**config.mk**
```make
export PLATFORM = sky130hd
export DESIGN_NAME = frame_buffer_ctrl
export DESIGN_NICKNAME = d
export VERILOG_FILES = /design/src/rtl/fb_ctrl_pkg.sv /design/src/rtl/rise_edge_det.sv /design/src/rtl/frame_buffer_ctrl.sv
export SDC_FILE = /design/constraint.sdc
export NUM_CORES = 1
export LEC_CHECK = 0
export ABC_AREA = 1
export CAP_MARGIN = 25
export CORE_MARGIN = 2
export CORE_UTILIZATION = 31
export CTS_BUF_LIST = sky130_fd_sc_hd__clkbuf_8
export DETAILED_ROUTE_END_ITERATION = 10
export PLACE_DENSITY = 0.82
export SLEW_MARGIN = 20
export SYNTH_ARGS = -nofsm -noshare
export SYNTH_HDL_FRONTEND = slang
export SYNTH_HIERARCHICAL = 1
export SYNTH_SLANG_ARGS = --single-unit
```
**constraint.sdc**
```tcl
create_clock -name clk_100Mhz -period 1.7 [get_ports clk_100Mhz]
set_clock_uncertainty 0.2 [all_clocks]
set_input_delay 0.425 -clock clk_100Mhz [delete_from_list [all_inputs] [get_ports clk_100Mhz]]
set_output_delay 0.425 -clock clk_100Mhz [all_outputs]
set_load 0.01 [all_outputs]
```
**src/rtl/fb_ctrl_pkg.sv**
```systemverilog
// Shared types and constants for the triple-buffer frame store controller.
package fb_ctrl_pkg;

  typedef logic [1:0] buf_idx_t;

  localparam int       NUM_BUF      = 3;
  localparam buf_idx_t RST_DISP_IDX = 2'd0;
  localparam buf_idx_t RST_WR_IDX   = 2'd1;
  localparam buf_idx_t RST_RDY_IDX  = 2'd2;

  typedef enum logic {EMPTY, RUN} phase_t;

  // The three indices sum to 0+1+2, so the free buffer is 3 - a - b.
  function automatic buf_idx_t spare_idx(buf_idx_t a, buf_idx_t b);
    return buf_idx_t'(NUM_BUF) - a - b;
  endfunction

endpackage

```
**src/rtl/rise_edge_det.sv**
```systemverilog
// Rising-edge detector with enable gating; history tracks the input even when gated.
module rise_edge_det (
  input  logic clk,
  input  logic rst_n,
  input  logic en,
  input  logic din,
  output logic rise
);

  logic prev;

  always_ff @(posedge clk or negedge rst_n) begin
    if (!rst_n) prev <= 1'b0;
    else        prev <= din;
  end

  assign rise = din & ~prev & en;

endmodule

```
**src/rtl/frame_buffer_ctrl.sv**
```systemverilog
// Triple-buffer ownership controller: writer / latest-complete / display rotation.
// Optional statistics counters are built only when FB_STATS_EN is defined.
module frame_buffer_ctrl
  import fb_ctrl_pkg::*;
#(
  parameter logic [31:0] BASE_ADDR    = 32'h1000_0000,
  parameter logic [31:0] FRAME_STRIDE = 32'h0010_0000
) (
  input  logic        clk_100Mhz,
  input  logic        sys_rst_n,
  input  logic        ctrl_en,
  input  logic        writer_done,
  input  logic        vsync_sync2,
  output logic [31:0] wr_base_addr,
  output logic [31:0] rd_base_addr,
  output logic [1:0]  wr_buf_idx,
  output logic [1:0]  rd_buf_idx,
  output logic        rd_frame_valid,
  output logic        swap_pulse,
  output logic [15:0] frames_written,
  output logic [15:0] frames_dropped,
  output logic [15:0] frames_repeated
);

  function automatic logic [31:0] buf_addr(buf_idx_t i);
    return BASE_ADDR + FRAME_STRIDE * {30'd0, i};
  endfunction

  logic wr_edge, vs_edge;

  rise_edge_det u_wr_det (
    .clk(clk_100Mhz), .rst_n(sys_rst_n), .en(ctrl_en), .din(writer_done), .rise(wr_edge)
  );

  rise_edge_det u_vs_det (
    .clk(clk_100Mhz), .rst_n(sys_rst_n), .en(ctrl_en), .din(vsync_sync2), .rise(vs_edge)
  );

  buf_idx_t disp, wr, rdy;
  logic     rdy_valid;
  phase_t   phase;

  buf_idx_t n_disp, n_wr, n_rdy;
  logic     n_rdy_valid, n_swap, n_drop, n_repeat;

  // Writer edge is applied first so a coincident vsync sees the fresh frame.
  always_comb begin
    n_disp      = disp;
    n_wr        = wr;
    n_rdy       = rdy;
    n_rdy_valid = rdy_valid;
    n_swap      = 1'b0;
    n_drop      = 1'b0;
    n_repeat    = 1'b0;
    if (wr_edge) begin
      n_rdy       = wr;
      n_rdy_valid = 1'b1;
      n_wr        = rdy_valid ? rdy : spare_idx(disp, wr);
      n_drop      = rdy_valid;
    end
    if (vs_edge) begin
      if (n_rdy_valid) begin
        n_disp      = n_rdy;
        n_rdy_valid = 1'b0;
        n_swap      = 1'b1;
      end else begin
        n_repeat = (phase == RUN);
      end
    end
  end

  always_ff @(posedge clk_100Mhz or negedge sys_rst_n) begin
    if (!sys_rst_n) begin
      disp         <= RST_DISP_IDX;
      wr           <= RST_WR_IDX;
      rdy          <= RST_RDY_IDX;
      rdy_valid    <= 1'b0;
      phase        <= EMPTY;
      swap_pulse   <= 1'b0;
      rd_base_addr <= buf_addr(RST_DISP_IDX);
      wr_base_addr <= buf_addr(RST_WR_IDX);
    end else begin
      disp         <= n_disp;
      wr           <= n_wr;
      rdy          <= n_rdy;
      rdy_valid    <= n_rdy_valid;
      swap_pulse   <= n_swap;
      rd_base_addr <= buf_addr(n_disp);
      wr_base_addr <= buf_addr(n_wr);
      // A swap only happens with a ready frame, which is exactly the EMPTY exit.
      case (phase)
        EMPTY:   if (n_swap) phase <= RUN;
        default: phase <= RUN;
      endcase
    end
  end

  assign rd_buf_idx     = disp;
  assign wr_buf_idx     = wr;
  assign rd_frame_valid = (phase == RUN);

`ifdef FB_STATS_EN
  logic [15:0] cnt_wr, cnt_drop, cnt_rep;

  always_ff @(posedge clk_100Mhz or negedge sys_rst_n) begin
    if (!sys_rst_n) begin
      cnt_wr   <= 16'h0;
      cnt_drop <= 16'h0;
      cnt_rep  <= 16'h0;
    end else begin
      if (wr_edge  && cnt_wr   != 16'hFFFF) cnt_wr   <= cnt_wr + 16'd1;
      if (n_drop   && cnt_drop != 16'hFFFF) cnt_drop <= cnt_drop + 16'd1;
      if (n_repeat && cnt_rep  != 16'hFFFF) cnt_rep  <= cnt_rep + 16'd1;
    end
  end

  assign frames_written  = cnt_wr;
  assign frames_dropped  = cnt_drop;
  assign frames_repeated = cnt_rep;
`else
  assign frames_written  = 16'h0;
  assign frames_dropped  = 16'h0;
  assign frames_repeated = 16'h0;
`endif

endmodule
```
# == After elaboration in Yosys (flattened, before gate mapping) ==
# Cells that the tools add are included.
# word_totals
elab_cells,31
in_bits,5
ff_bits,71
# classes
muxes,11
add_sub_neg,4
n_bitwise,6
# ops
cell,n
29-bit by 22-bit adder with 30-bit output (first input constant),2
2-bit 2-to-1 mux,5
1-bit 2-to-1 mux,6
1-bit AND,4
1-bit NOT,2
2-bit subtractor,1
2-bit subtractor (first input constant),1

# == Depth between registers and ports, before layout ==
# logic_depth
ltp_word,8
ltp_mapped,7

# == Cells and area by module ==
# The synthesis kept the hierarchy.
# modules_own_cells
mod,cells_each,n_inst,area_each_um2
frame_buffer_ctrl,157,1,1244.9
rise_edge_det,3,2,35.0

# == Worst setup path before layout ==
# OpenSTA, ideal clock, no wires.
# synth_timing
path_kind,flip-flop to flip-flop
start,register wr_base_addr[20] (netlist name)
end,register wr_base_addr[21]
path_slack_ns,0.360
arrival_ns,1.023
stages_incl_launch_ff,7
setup_time_ns,0.116
cell_sequence,dfstp_2 > ha_1 > nand2_1 > nand3_1 > nand3_1 > nand2_1 > nand2_1
# synth_rtl
element,line,source
to (signal assigned),frame_buffer_ctrl.sv:81,wr_base_addr <= buf_addr(RST_WR_IDX);
to (signal assigned),frame_buffer_ctrl.sv:89,wr_base_addr <= buf_addr(n_wr);
to (decl),frame_buffer_ctrl.sv:14,"output logic [31:0] wr_base_addr,"

# == Final worst setup path ==
# layout_timing
start,register wr_base_addr[20]
end,output port wr_base_addr[20]
# No word-level cell between the ends.

==> tab_implementation.tex <==
\begin{tabular}{lr}
\hline
Metric & Value \\
\hline
\multicolumn{2}{l}{\textbf{Logic synthesis}} \\
Most instantiated library cell after synthesis & sky130\_fd\_sc\_hd\_\_buf\_4 \\
Post-synth top cells & sky130\_fd\_sc\_hd\_\_buf\_4, sky130\_fd\_sc\_hd\_\_nand2\_1, sky130\_fd\_sc\_hd\_\_dfrtp\_1, sky130\_fd\_sc\_hd\_\_inv\_1, sky130\_fd\_sc\_hd\_\_o21ai\_0 \\
Sequential share of the synthesized area & 0.211 \\
Post-Syn Area per Cell & 8.07 um\^{}2 \\
Synthesized flop and latch total & 11 \\
Number of distinct library cell variants in the gate-level netlist after synthesis & 15 \\
Warnings from Yosys & 6 \\
Cell types with the largest area share after synthesis & sky130\_fd\_sc\_hd\_\_buf\_4, sky130\_fd\_sc\_hd\_\_dfrtp\_1, sky130\_fd\_sc\_hd\_\_dfstp\_2, sky130\_fd\_sc\_hd\_\_nand2\_1, sky130\_fd\_sc\_hd\_\_inv\_1 \\
Cell area after technology mapping & 0.00132 mm\^{}2 \\
Async set-reset flop share out of synthesis & 1.00 \\
Fraction of synthesized cell area taken by the top area cell type & 0.639 \\
Ys flop type & sky130\_fd\_sc\_hd\_\_dfrtp\_1 \\
Area leader, netlist & sky130\_fd\_sc\_hd\_\_buf\_4 \\
Cells after synthesis & 163 \\
Post-synth EDFFs & 0 \\
\multicolumn{2}{l}{\textbf{Power and ir drop}} \\
Sequential fraction of design power & 0.354 \\
Worst ir drop on vdd & 0.000499 V \\
Leak pwr & 0.695 nW \\
Internal Pwr Total & between 0.6 and 0.7 mW \\
Pwr Total & 1.05 mW \\
Switching power total & 0.406 mW \\
Power density over the cells & 911 mW/mm\^{}2 \\
Clock power share & 0.239 \\
Proportion of power drawn by combinational gates & 0.408 \\
Fraction of power spent switching nets & 0.387 \\
\multicolumn{2}{l}{\textbf{Placement}} \\
Dpl hpwl & 1320 um \\
Post-DP Area & 0.00111 mm\^{}2 \\
Pre-CTS setup slack & -0.155 ns \\
Routability congestion estimate from global placement & 0.738 \\
Quantity of I/O buffers inserted on ports & 14 \\
Placed Cells incl. Taps & 226 \\
\multicolumn{2}{l}{\textbf{Setup path}} \\
Worst r2r src & wr\_base\_addr[20] \\
CP startpoint kind & flip-flop \\
CP Capture Point & wr\_base\_addr[20] \\
Capturing point of the worst reg2reg path & wr\_base\_addr[21] \\
Family with the most delay on the worst path & flip-flops \\
Critical path launch point & wr\_base\_addr[20] \\
Critical path fanouts, max & 3 \\
Delay of the slowest critical-path stage & 0.54 ns \\
R2r worst-path depth & 8 \\
Data arrival time at the worst-slack endpoint & roughly 1.0 ns \\
Worst reg2reg setup slack & 0.22 ns \\
Worst Setup End Kind & output pin \\
Worst path cell trace & dlygate4sd2\_1 \\
Depth of the critical timing path with buffers and inverters included & 1 \\
Required arrival time at the worst endpoint & 1.07 ns \\
Max stage delay cell, worst path & sky130\_fd\_sc\_hd\_\_dfstp\_2 \\
Total buffers and inverters traversed by the critical path & 1 \\
Crit Path Class & reg2out \\
\multicolumn{2}{l}{\textbf{Hold path}} \\
Classification of the worst-slack hold path & reg2reg \\
\multicolumn{2}{l}{\textbf{CTS}} \\
Number of clock sinks & 11 \\
H-Tree Level Count & 1 \\
Inserted Clock Buffers & 3 \\
Clock transition at the registers of the reported paths & 0.05 ns \\
Max clock buf depth & 2 \\
Worst skew pair latency & 0.23 ns \\
Post-CTS Repair Setup Buffers & 0 \\
Clock tree from TritonCTS & yes \\
Root cell of the clock tree & sky130\_fd\_sc\_hd\_\_clkbuf\_8 \\
\multicolumn{2}{l}{\textbf{Global routing}} \\
Global-route usage over all layers & 0.0514 \\
Largest net degree at the start of global routing & 12 \\
Number of antenna violations at the first check in global routing & 0 \\
Vias in the first global route & 481 \\
Wire length of the first global-routing pass & 1990 um \\
Total gr overflow & 0 \\
\multicolumn{2}{l}{\textbf{STA}} \\
Number of failing hold endpoints at the final stage & 0 \\
Slew Limit Fails & 0 \\
Unrepaired setup endpoints after global routing & no \\
Worst hold slack after final layout & 0.262 ns \\
Share of the cycle needed by the critical path after routing & 0.975 \\
Final setup viols & 0 \\
Time the final worst path needs with I/O delays and setup & between 1.5 and 2 ns \\
Post-layout worst setup margin & 0.0417 ns \\
Max Fclk & 603 MHz \\
\multicolumn{2}{l}{\textbf{Floorplanning}} \\
Starting utilization of the core area & 0.326 \\
Die Area & 0.00478 mm\^{}2 \\
Number of top-level pins & approximately 120 \\
Height of the die & 69.1 um \\
Cell row count & 23 \\
Die Width & just under 70 um \\
Standard cell core area & 0.00403 mm\^{}2 \\
\multicolumn{2}{l}{\textbf{Detailed routing}} \\
Routed wire length on met3 & 232 um \\
Avg WL per Cell & 6.57 um \\
First-pass DRT Iterations & 4 \\
Per-cell via count in the routed design & 2.94 \\
Met1 layer wirelength in the final routing & $\sim$500 um \\
WL met2 & 779 um \\
\# DRC & 0 \\
Total via count after detailed routing & 676 \\
Initial drt markers & 7 \\
Top routing layer used & met3 \\
Final wirelength & 1510 um \\
Number of nets still failing antenna checks after routing & 0 \\
\multicolumn{2}{l}{\textbf{Layout}} \\
Fill cells & $\sim$450 \\
Number of inserted diodes & 0 \\
Number of non-filler instances in the completed layout & 230 \\
Synthesis-to-layout area growth & -12.5\% \\
Share of final-layout standard cells stronger than drive strength 1 & 0.0833 \\
Cell area after layout & 0.00115 mm\^{}2 \\
Final net count & 187 \\
\multicolumn{2}{l}{\textbf{Outcome}} \\
Outcome & finished, final reports clean \\
\multicolumn{2}{l}{\textbf{Job}} \\
Total of max-cap violations & 0 \\
\hline
\end{tabular}
==> cell type report <==
class                      instances  area, um^2  share of cell area
inverter                           8        30.0              0.0261
tap                               50        62.6              0.0543
clock buffer                       3        41.3              0.0359
sequential                        11         278               0.241
clock inverter                     1        3.75             0.00326
multi-input combinational        138         569               0.495
timing repair buffer              19         166               0.145
==> repair_timing <==
action	in CTS	in global routing
resized for setup	10	2
cloned	0	0
hold buffers	0	0
endpoints found under the setup margin	10	2
==> layout by cell type (no fill, tap or decap), types with 2 or more instances in the layout <==
master and n:
sky130_fd_sc_hd__conb_1 108, sky130_fd_sc_hd__nand2_1 13, sky130_fd_sc_hd__dlygate4sd2_1 9, sky130_fd_sc_hd__dfrtp_1 9, sky130_fd_sc_hd__inv_1 8, sky130_fd_sc_hd__o21ai_0 5
sky130_fd_sc_hd__buf_4 5, sky130_fd_sc_hd__clkdlybuf4s50_1 4, sky130_fd_sc_hd__a21oi_1 3, sky130_fd_sc_hd__nand3_1 3, sky130_fd_sc_hd__clkbuf_8 3, sky130_fd_sc_hd__dfstp_2 2
==> routing by layer <==
layer  track usage  vias up
met1        0.0572      298
met5             0        -
met4        0.0261        0
met3        0.0175        0
li1              -      308
met2        0.0865       70
==> state kept, by name, indices dropped and copies added, names as in the netlist <==
register	count
rd_buf_idx	2
rdy	2
wr_base_addr	2
rd_frame_valid	1
rdy_valid	1
swap_pulse	1
u_vs_det/prev	1
u_wr_det/prev	1
==> kinds of logic (layout without fill, tap and decap cells) <==
family | count (synthesis) | count (layout) | share of synthesized area
AND/OR/NAND/NOR | 19 | 19 | 0.0628
buffers and inverters | 120 | 31 | 0.662
flip-flops | 11 | 11 | 0.211
AO/OA/AOI/OAI | 10 | 10 | 0.0485
adder cells (fa/ha/maj) | 1 | 1 | 0.00951
other | 2 | 108 | 0.00571
==> power by group through the flow <==
stage	clock, mW	combinational (mW)	sequential (mW)
4_1_cts	0.260	0.422	0.376
6_report	0.250	0.428	0.371
5_1_grt	0.282	0.474	0.381
2_1_floorplan	0	0.459	0.394
3_5_place_dp	0	0.469	0.382
3_3_place_gp	0	0.460	0.378
==> worst min-delay path by stage <==
stage                   start        endpoint  cells after the start
4_1_cts        rd_frame_valid  rd_frame_valid                      1
2_1_floorplan       sys_rst_n   rd_buf_idx[0]                      0
5_1_grt        rd_frame_valid  rd_frame_valid                      1
3_3_place_gp   rd_frame_valid  rd_frame_valid                      1
6_report       rd_frame_valid  rd_frame_valid                      1
3_5_place_dp   rd_frame_valid  rd_frame_valid                      1
==> through the flow <==
step / utilization / setup TNS, ns
4_1_cts: 0.284 / 0
2_1_floorplan: - / 0
3_3_place_gp: 0.276 / -0.467
5_1_grt: 0.286 / 0
6_report: 0.286 / 0
3_5_place_dp: 0.276 / -0.593
(Power assumes the default switching activity.)
